**src/rtl/outputs_workload_dispatch.sv**
```systemverilog
// outputs_workload_dispatch: registered ready/valid fan-out of {id,size} workloads (replicate / split / chunked round-robin)
module outputs_workload_dispatch #(
    parameter int id_width_p       = 8,
    parameter int size_width_p     = 8,
    parameter int num_out_p        = 4,
    parameter int outputs_config_p = 0,
    parameter int chunk_size_p     = 16,
    parameter int width_p          = id_width_p + size_width_p
) (
    input  logic                                clk_i,
    input  logic                                reset_n_i,
    input  logic                                v_i,
    input  logic [width_p-1:0]                  data_i,
    output logic                                ready_and_o,
    output logic [num_out_p-1:0]                v_o,
    output logic [num_out_p-1:0][width_p-1:0]   data_o,
    input  logic [num_out_p-1:0]                ready_and_i
);

    localparam int ptr_w = (num_out_p > 1) ? $clog2(num_out_p) : 1;
    localparam logic [size_width_p-1:0] chunk_c = size_width_p'(chunk_size_p);
    localparam logic [size_width_p-1:0] nout_c  = size_width_p'(num_out_p);
    localparam logic [ptr_w-1:0]        last_c  = ptr_w'(num_out_p - 1);

    if (outputs_config_p < 0 || outputs_config_p > 2) begin : g_bad_cfg
        $error("outputs_workload_dispatch: outputs_config_p must be 0, 1 or 2");
    end

    typedef enum logic [1:0] {IDLE, FANOUT, CHUNK} state_e;

    state_e                                 state;
    logic [ptr_w-1:0]                       rr_ptr;
    logic [size_width_p-1:0]                remaining;
    logic [id_width_p-1:0]                  id_r;

    logic [id_width_p-1:0]                  in_id;
    logic [size_width_p-1:0]                in_size;
    logic [size_width_p-1:0]                q, r;
    logic [num_out_p-1:0][size_width_p-1:0] split_size;
    logic [num_out_p-1:0]                   split_pend;
    logic [size_width_p-1:0]                first_chunk, sent, rem_next, next_chunk;
    logic [ptr_w-1:0]                       rr_next;
    logic [num_out_p-1:0]                   pend_next;

    assign in_id       = data_i[width_p-1 -: id_width_p];
    assign in_size     = data_i[size_width_p-1:0];
    assign ready_and_o = (state == IDLE) & reset_n_i;

    // Even split: quotient everywhere, remainder spread one each over the low channels;
    // a zero-size workload still issues channel 0 so the id reaches the consumer.
    always_comb begin
        q          = in_size / nout_c;
        r          = in_size % nout_c;
        split_size = '0;
        split_pend = '0;
        for (int i = 0; i < num_out_p; i++) begin
            split_size[i] = q + size_width_p'(size_width_p'(i) < r);
            split_pend[i] = split_size[i] != '0;
        end
        split_pend = (in_size == '0) ? num_out_p'(1) : split_pend;
    end

    // Chunk bookkeeping: what goes out first, what is left after a handshake, and where it goes next.
    always_comb begin
        first_chunk = (in_size > chunk_c) ? chunk_c : in_size;
        sent        = data_o[rr_ptr][size_width_p-1:0];
        rem_next    = remaining - sent;
        next_chunk  = (rem_next > chunk_c) ? chunk_c : rem_next;
        rr_next     = (rr_ptr == last_c) ? '0 : rr_ptr + 1'b1;
        pend_next   = v_o & ~ready_and_i;
    end

    // Dispatch FSM; v_o doubles as the pending mask so it only ever comes from registers.
    always_ff @(posedge clk_i) begin
        if (!reset_n_i) begin
            state     <= IDLE;
            v_o       <= '0;
            data_o    <= '0;
            rr_ptr    <= '0;
            remaining <= '0;
            id_r      <= '0;
        end else begin
            case (state)
                IDLE: if (v_i) begin
                    id_r <= in_id;
                    if (outputs_config_p == 2) begin
                        remaining      <= in_size;
                        data_o[rr_ptr] <= {in_id, first_chunk};
                        v_o            <= num_out_p'(1) << rr_ptr;
                        state          <= CHUNK;
                    end else begin
                        for (int i = 0; i < num_out_p; i++)
                            data_o[i] <= (outputs_config_p == 1) ? {in_id, split_size[i]} : data_i;
                        v_o   <= (outputs_config_p == 1) ? split_pend : '1;
                        state <= FANOUT;
                    end
                end
                FANOUT: begin
                    v_o   <= pend_next;
                    state <= (pend_next == '0) ? IDLE : FANOUT;
                end
                CHUNK: if (ready_and_i[rr_ptr]) begin
                    rr_ptr    <= rr_next;
                    remaining <= rem_next;
                    if (rem_next == '0) begin
                        v_o   <= '0;
                        state <= IDLE;
                    end else begin
                        v_o             <= num_out_p'(1) << rr_next;
                        data_o[rr_next] <= {id_r, next_chunk};
                    end
                end
                default: state <= IDLE;
            endcase
        end
    end

endmodule

```
**config.mk**
```make
export PLATFORM = sky130hd
export DESIGN_NAME = outputs_workload_dispatch
export DESIGN_NICKNAME = d
export VERILOG_FILES = /design/src/rtl/outputs_workload_dispatch.sv
export SDC_FILE = /design/constraint.sdc
export NUM_CORES = 1
export LEC_CHECK = 0
export BUFFER_PORTS_ARGS = -buffer_cell sky130_fd_sc_hd__buf_2
export CORE_MARGIN = 4
export CORE_UTILIZATION = 36
export DETAILED_ROUTE_END_ITERATION = 7
export PLACE_DENSITY = 0.76
export SLEW_MARGIN = 20
export SYNTH_ARGS = -nofsm -noshare
export SYNTH_HDL_FRONTEND = slang
export SYNTH_SLANG_ARGS = --single-unit
```
**constraint.sdc**
```tcl
create_clock -name clk_i -period 0.9 [get_ports clk_i]
set_input_delay 0.18 -clock clk_i [delete_from_list [all_inputs] [get_ports clk_i]]
set_output_delay 0.18 -clock clk_i [all_outputs]
set_load 0.01 [all_outputs]
```
# Word level (Yosys, flattened, before mapping)

Index checks and enable logic that the tools add are counted.

Register bits: 88
Input bits: 23
Output and inout port bits: 69
Word-level logic and storage cells: 59

Add/sub/neg operators: 2
Order comparisons: 4
Equality and inequality tests: 7
Shift operators: 1
Multiplexer cells: 22
Bitwise logic cells: 3
Reductions and logical operators: 11

Operator list:

| kind                                                          | number |
|---|---|
| two-way mux 64 bit                                            | 3 |
| one-hot mux 64 bit (2 select lines)                           | 1 |
| bitwise mux 64 bit                                            | 1 |
| binary-select mux 16 bit (select 2 bit)                       | 1 |
| demux 16 bit (select 2 bit)                                   | 1 |
| two-way mux 16 bit                                            | 1 |
| two-way mux 8 bit                                             | 2 |
| two-way mux 4 bit                                             | 3 |
| one-hot mux 4 bit (3 select lines)                            | 1 |
| greater-than comparator 8 x 5 -> 1 bit, second input constant | 1 |
| logical NOT 8 bit                                             | 1 |
| two-way mux 2 bit                                             | 4 |
| inequality test 2 bit, second input constant                  | 4 |
| subtractor 8 bit                                              | 1 |
| less-than comparator 2 x 3 -> 1 bit, second input constant    | 2 |
| one-hot mux 2 bit (3 select lines)                            | 1 |
| AND reduction 3 bit                                           | 2 |
| AND 4 bit                                                     | 1 |
| == test 2 bit, second input constant                          | 2 |
| logical NOT 4 bit                                             | 1 |
| inverter 4 bit                                                | 1 |
| AND reduction 2 bit                                           | 2 |
| AND reduction 4 bit                                           | 1 |
| left shift 1 x 2 -> 4 bit, first input constant               | 1 |
| other kinds (10)                                              | 11 |

# Logic depth before layout (Yosys ltp)

Depth in word-level cells: 10
Gate-level depth with buffers: 5
Gate-level depth less buffers: 3

# Worst setup path after synthesis

No wires, ideal clock.

Kind: flip-flop to flip-flop
Start point: reg state[0]
End point: reg data_o[11] in the netlist's numbering
Setup time: 0.066 ns
Data arrival time: 0.933 ns
Required time: 0.834 ns
Path slack: -0.099 ns
Stages on the path, launching flop included: 6
Buffers on the path: 2
Period minus slack after synthesis: 0.999 ns
Cell sequence: dfxtp_1 > nand2b_1 > buf_6 > buf_6 > nand2_1 > a21boi_2

Cells in the longest elaborated chain, start to end: 3
Elaborated cells between the ends (all ways): 8
Classes of those cells: eq/ne (4); mux (1); reduce/logical (3)

RTL lines:

| element                                                                             | RTL line | text |
|---|---|---|
| start, declared                                                                     | 31       | `state_e state;` |
| start signal, assigned                                                              | 100      | `state <= (pend_next == '0) ? IDLE : FANOUT;` |
| == test 2 bit / logical NOT 2 bit (equally long branches)                           | 83       | `case (state)` |
| inequality test 2 bit (no source line) / nonzero test 2 bit (equally long branches) | -        |  |
| AND reduction 4 bit (no source line)                                                | -        |  |
| end signal, assigned by index                                                       | 88       | `data_o[rr_ptr] <= {in_id, first_chunk};` |
| end signal, assigned by index                                                       | 93       | `data_o[i] <= (outputs_config_p == 1) ? {in_id, split_size[i]} : data_i;` |
| end signal, assigned by index                                                       | 110      | `data_o[rr_next] <= {id_r, next_chunk};` |
| end, declared                                                                       | 16       | `output logic [num_out_p-1:0][width_p-1:0] data_o,` |

Parallel ways exist; a longest one is shown, timed or not.
A chain may end at the register's enable or synchronous reset.

# Worst setup path in the final report

Start point: reg state[0]
End point: out ready_and_o

Cells in the longest elaborated chain, start to end: 2

RTL lines:

| element           | RTL line | text |
|---|---|---|
| logical NOT 2 bit | 47       | `assign ready_and_o = (state == IDLE) & reset_n_i;` |
| AND 1 bit         | 47       |  |
| end, declared     | 14       | `output logic ready_and_o,` |

Every way passes these cells.

==> results.yml <==
run_status:
  status: "complete, but fails checks"
  violations: "negative setup slack"
critical_path:
  critPathLaunchType: "register"
  crit_type: "reg -> out"
  path_max_fanout: 2
  critPathCaptureType: "output port"
  crit_arrival_ns: 1.05
  cp.required_ns: 0.72
logic_synthesis:
  synth_commonest_cells: "49 x buf_4, 32 x nand2_1, 21 x dfxtp_1, 10 x a21boi_2, 9 x a21boi_0"
  syn_area_per_cell_um2: 8.68
  synthCells: 142
  synth.yosys.seq_area_share_pct: 34.1
  synth-edff-count: 0
  async_reset_ff_share_pct: 0
  synth.area.top_cells: "dfxtp_1 34%, buf_4 30%, nand2_1 9.7%, a21boi_2 9.1%, a21boi_0 5.5%"
  synth_area_mm2: 0.00123
  ys_warn_count: 0
  synth_cell_type_count: 18
  ys_ff_latch: 21
  ys.flop_type: "dfxtp_1"
  yosysMostFrequentCell: "buf_4"
  synth_top_area_cell: "dfxtp_1"
  synth_top_area_share_pct: 34.1
  synthesis.nets: 165
routing:
  wl_per_cell_um: 15.2
  drtIter0Drc: 23
  viasPerCell: 4.51
  wirelength_um: 3730
  dr.pass1.iters: 2
  final_antenna_net_count: 0
  drc_errors: 0
  vias: 1109
placement:
  detailed_place_hpwl_um: 2040
  gp_congestion: 0.665
  port_buffers: 91
cells_and_area:
  layout-drive-gt1-share_pct: 79.7
  area_delta_synth_final_pct: 71.4
  finalNetCount: 226
  diodes: 0
  fillers: 253
floorplan:
  num_rows: 20
  dieWidth_um: 66.5
  core_mm2: 0.00315
  die_y_um: 66.5
  start_util_pct: 39.1
  die_area_mm2: 0.00442
  io_pins: 92
cts:
  htree_levels: 1
  clkTransAtPathRegs_ns: 0.12
  cts_buffers: 3
  cts_tree: "yes"
  cts_buffer_depth: 2
  insertion_delay_ns: 0.29
  clock-sinks: 21
  cts_hold_buf: 0
  cts-root-buf: "clkbuf_4"
global_route:
  antenna_found_initial: 0
  grt_max_degree: 15
  gr-usage-all-layers_pct: 16.8
  grt_pass1_vias: 1115
  grt-ovfl-total: 0
  grt_pass1_wl_um: 5610
sta:
  final-setup-viol-count: 90
  drv_slew: 0
  rsz0062_at_grt: "yes"
  fin_ws_ns: -0.331
  fin_crit_sh_pct: 137
  slew_headroom_pct: 89.4
  tightest_slew_ns: 0.160
  fin_tns_setup_ns: -10.44
  period_minus_slack_ns: 1.23
  hold_viol_final: 0
  clock_skew_ns: 0.00240
  max_freq_mhz: 812
job:
  maxCapViolCount: 0
power:
  ir_drop_uv: 589
  totalPowerFinal_uw: 2520
  total_leakage_power_uw: 0.000987
  power_density_mw_per_mm2: 1190
hold_path:
  hp-class: "in -> reg"
sequential cells by signal, summed over array words and instances, names as in the netlist:
signal	cells
state	1
data_o	16
v_o	4
power breakdown:
part | switching, uW | total (uW) | leakage (uW) | internal, uW
sequential | 108 | 1100 | 0.000186 | 988
clock | 277 | 449 | 0.0000150 | 172
combinational | 388 | 972 | 0.000786 | 585
metal layers:
metal | up-vias | global-route usage (%) | share of wire [%]
met2 | 56 | 31.2 | 52
met1 | 518 | 18.6 | 38
met4 | 0 | 6.85 | 2.0
met3 | 6 | 2.70 | 7.9
met5 | - | 0 | 0
li1 | 529 | - | -
per-stage QoR:
step	area [um^2]	util, %	hold slack [ns]	cells	worst slack [ns]
floorplan	1240	-	0.325	142	-0.0464
global placement	1400	44.5	0.431	231	-0.0123
detailed placement	1400	44.5	0.434	231	-0.0875
CTS	2050	64.9	0.0867	245	-0.327
global route	2110	67.0	0.0874	246	-0.384
finish	2110	67.0	0.100	246	-0.331
critical path, stage by stage (launching register included):
cell     delay, ns
dfxtp_2       0.35
buf_6         0.11
and2b_1       0.18
buf_2         0.12
cell type report:
type / instances / area, um^2 / area share, %
Inverter: 1 / 3.75 / 0.178
Timing Repair Buffer: 109 / 1040 / 49.3
Sequential cell: 21 / 487 / 23.0
Clock buffer: 4 / 26.3 / 1.24
Tap cell: 44 / 55.1 / 2.61
Multi-Input combinational cell: 67 / 498 / 23.6
cell usage in the layout, fill, tap and decap left out, drive strengths merged:
cell / Yosys / routed
and2b: 1 / 1
and2: 1 / 1
nand2b: 4 / 5
o22ai: 1 / 1
nand2: 32 / 32
nor2: 1 / 1
clkbuf: 2 / 4
a21boi: 19 / 19
o21ai: 1 / 1
o2111a: 1 / 1
o21bai: 3 / 3
inv: 1 / 1
buf: 52 / 109
nor2b: 1 / 1
a21oi: 1 / 1
dfxtp: 21 / 21
repair_timing:
action / 4_1_cts / 5_1_grt
buffers inserted: 8 / 2
gates resized for setup: 131 / 15
pin swaps: 8 / 7
setup endpoints to repair: 83 / 89
cloned: 2 / 0
endpoints found under the hold margin: 0 / 0
logic make-up (layout without fill, tap and decap cells):
kind of cell	after synthesis	after routing	share of synthesized area, %
AOI/OAI and AO/OA	26	26	18.7
buffers and inverters	55	114	33.5
DFF	21	21	34.1
and+or+nand+nor	40	41	13.7
path summary, 6_finish.rpt:
| check | startpoint | endpoint | slack (ns) | depth (start not counted) |
|---|---|---|---|---|
| max | state[0] | ready_and_o | -0.33 | 3 |
| max reg2reg | state[0] | data_o[1] | -0.29 | 6 |
| min reg2reg | data_o[15] | data_o[15] | 0.52 | 2 |
| min | data_i[6] | data_o[6] | 0.10 | 3 |
Note: power is estimated with default switching activity, not from simulation.
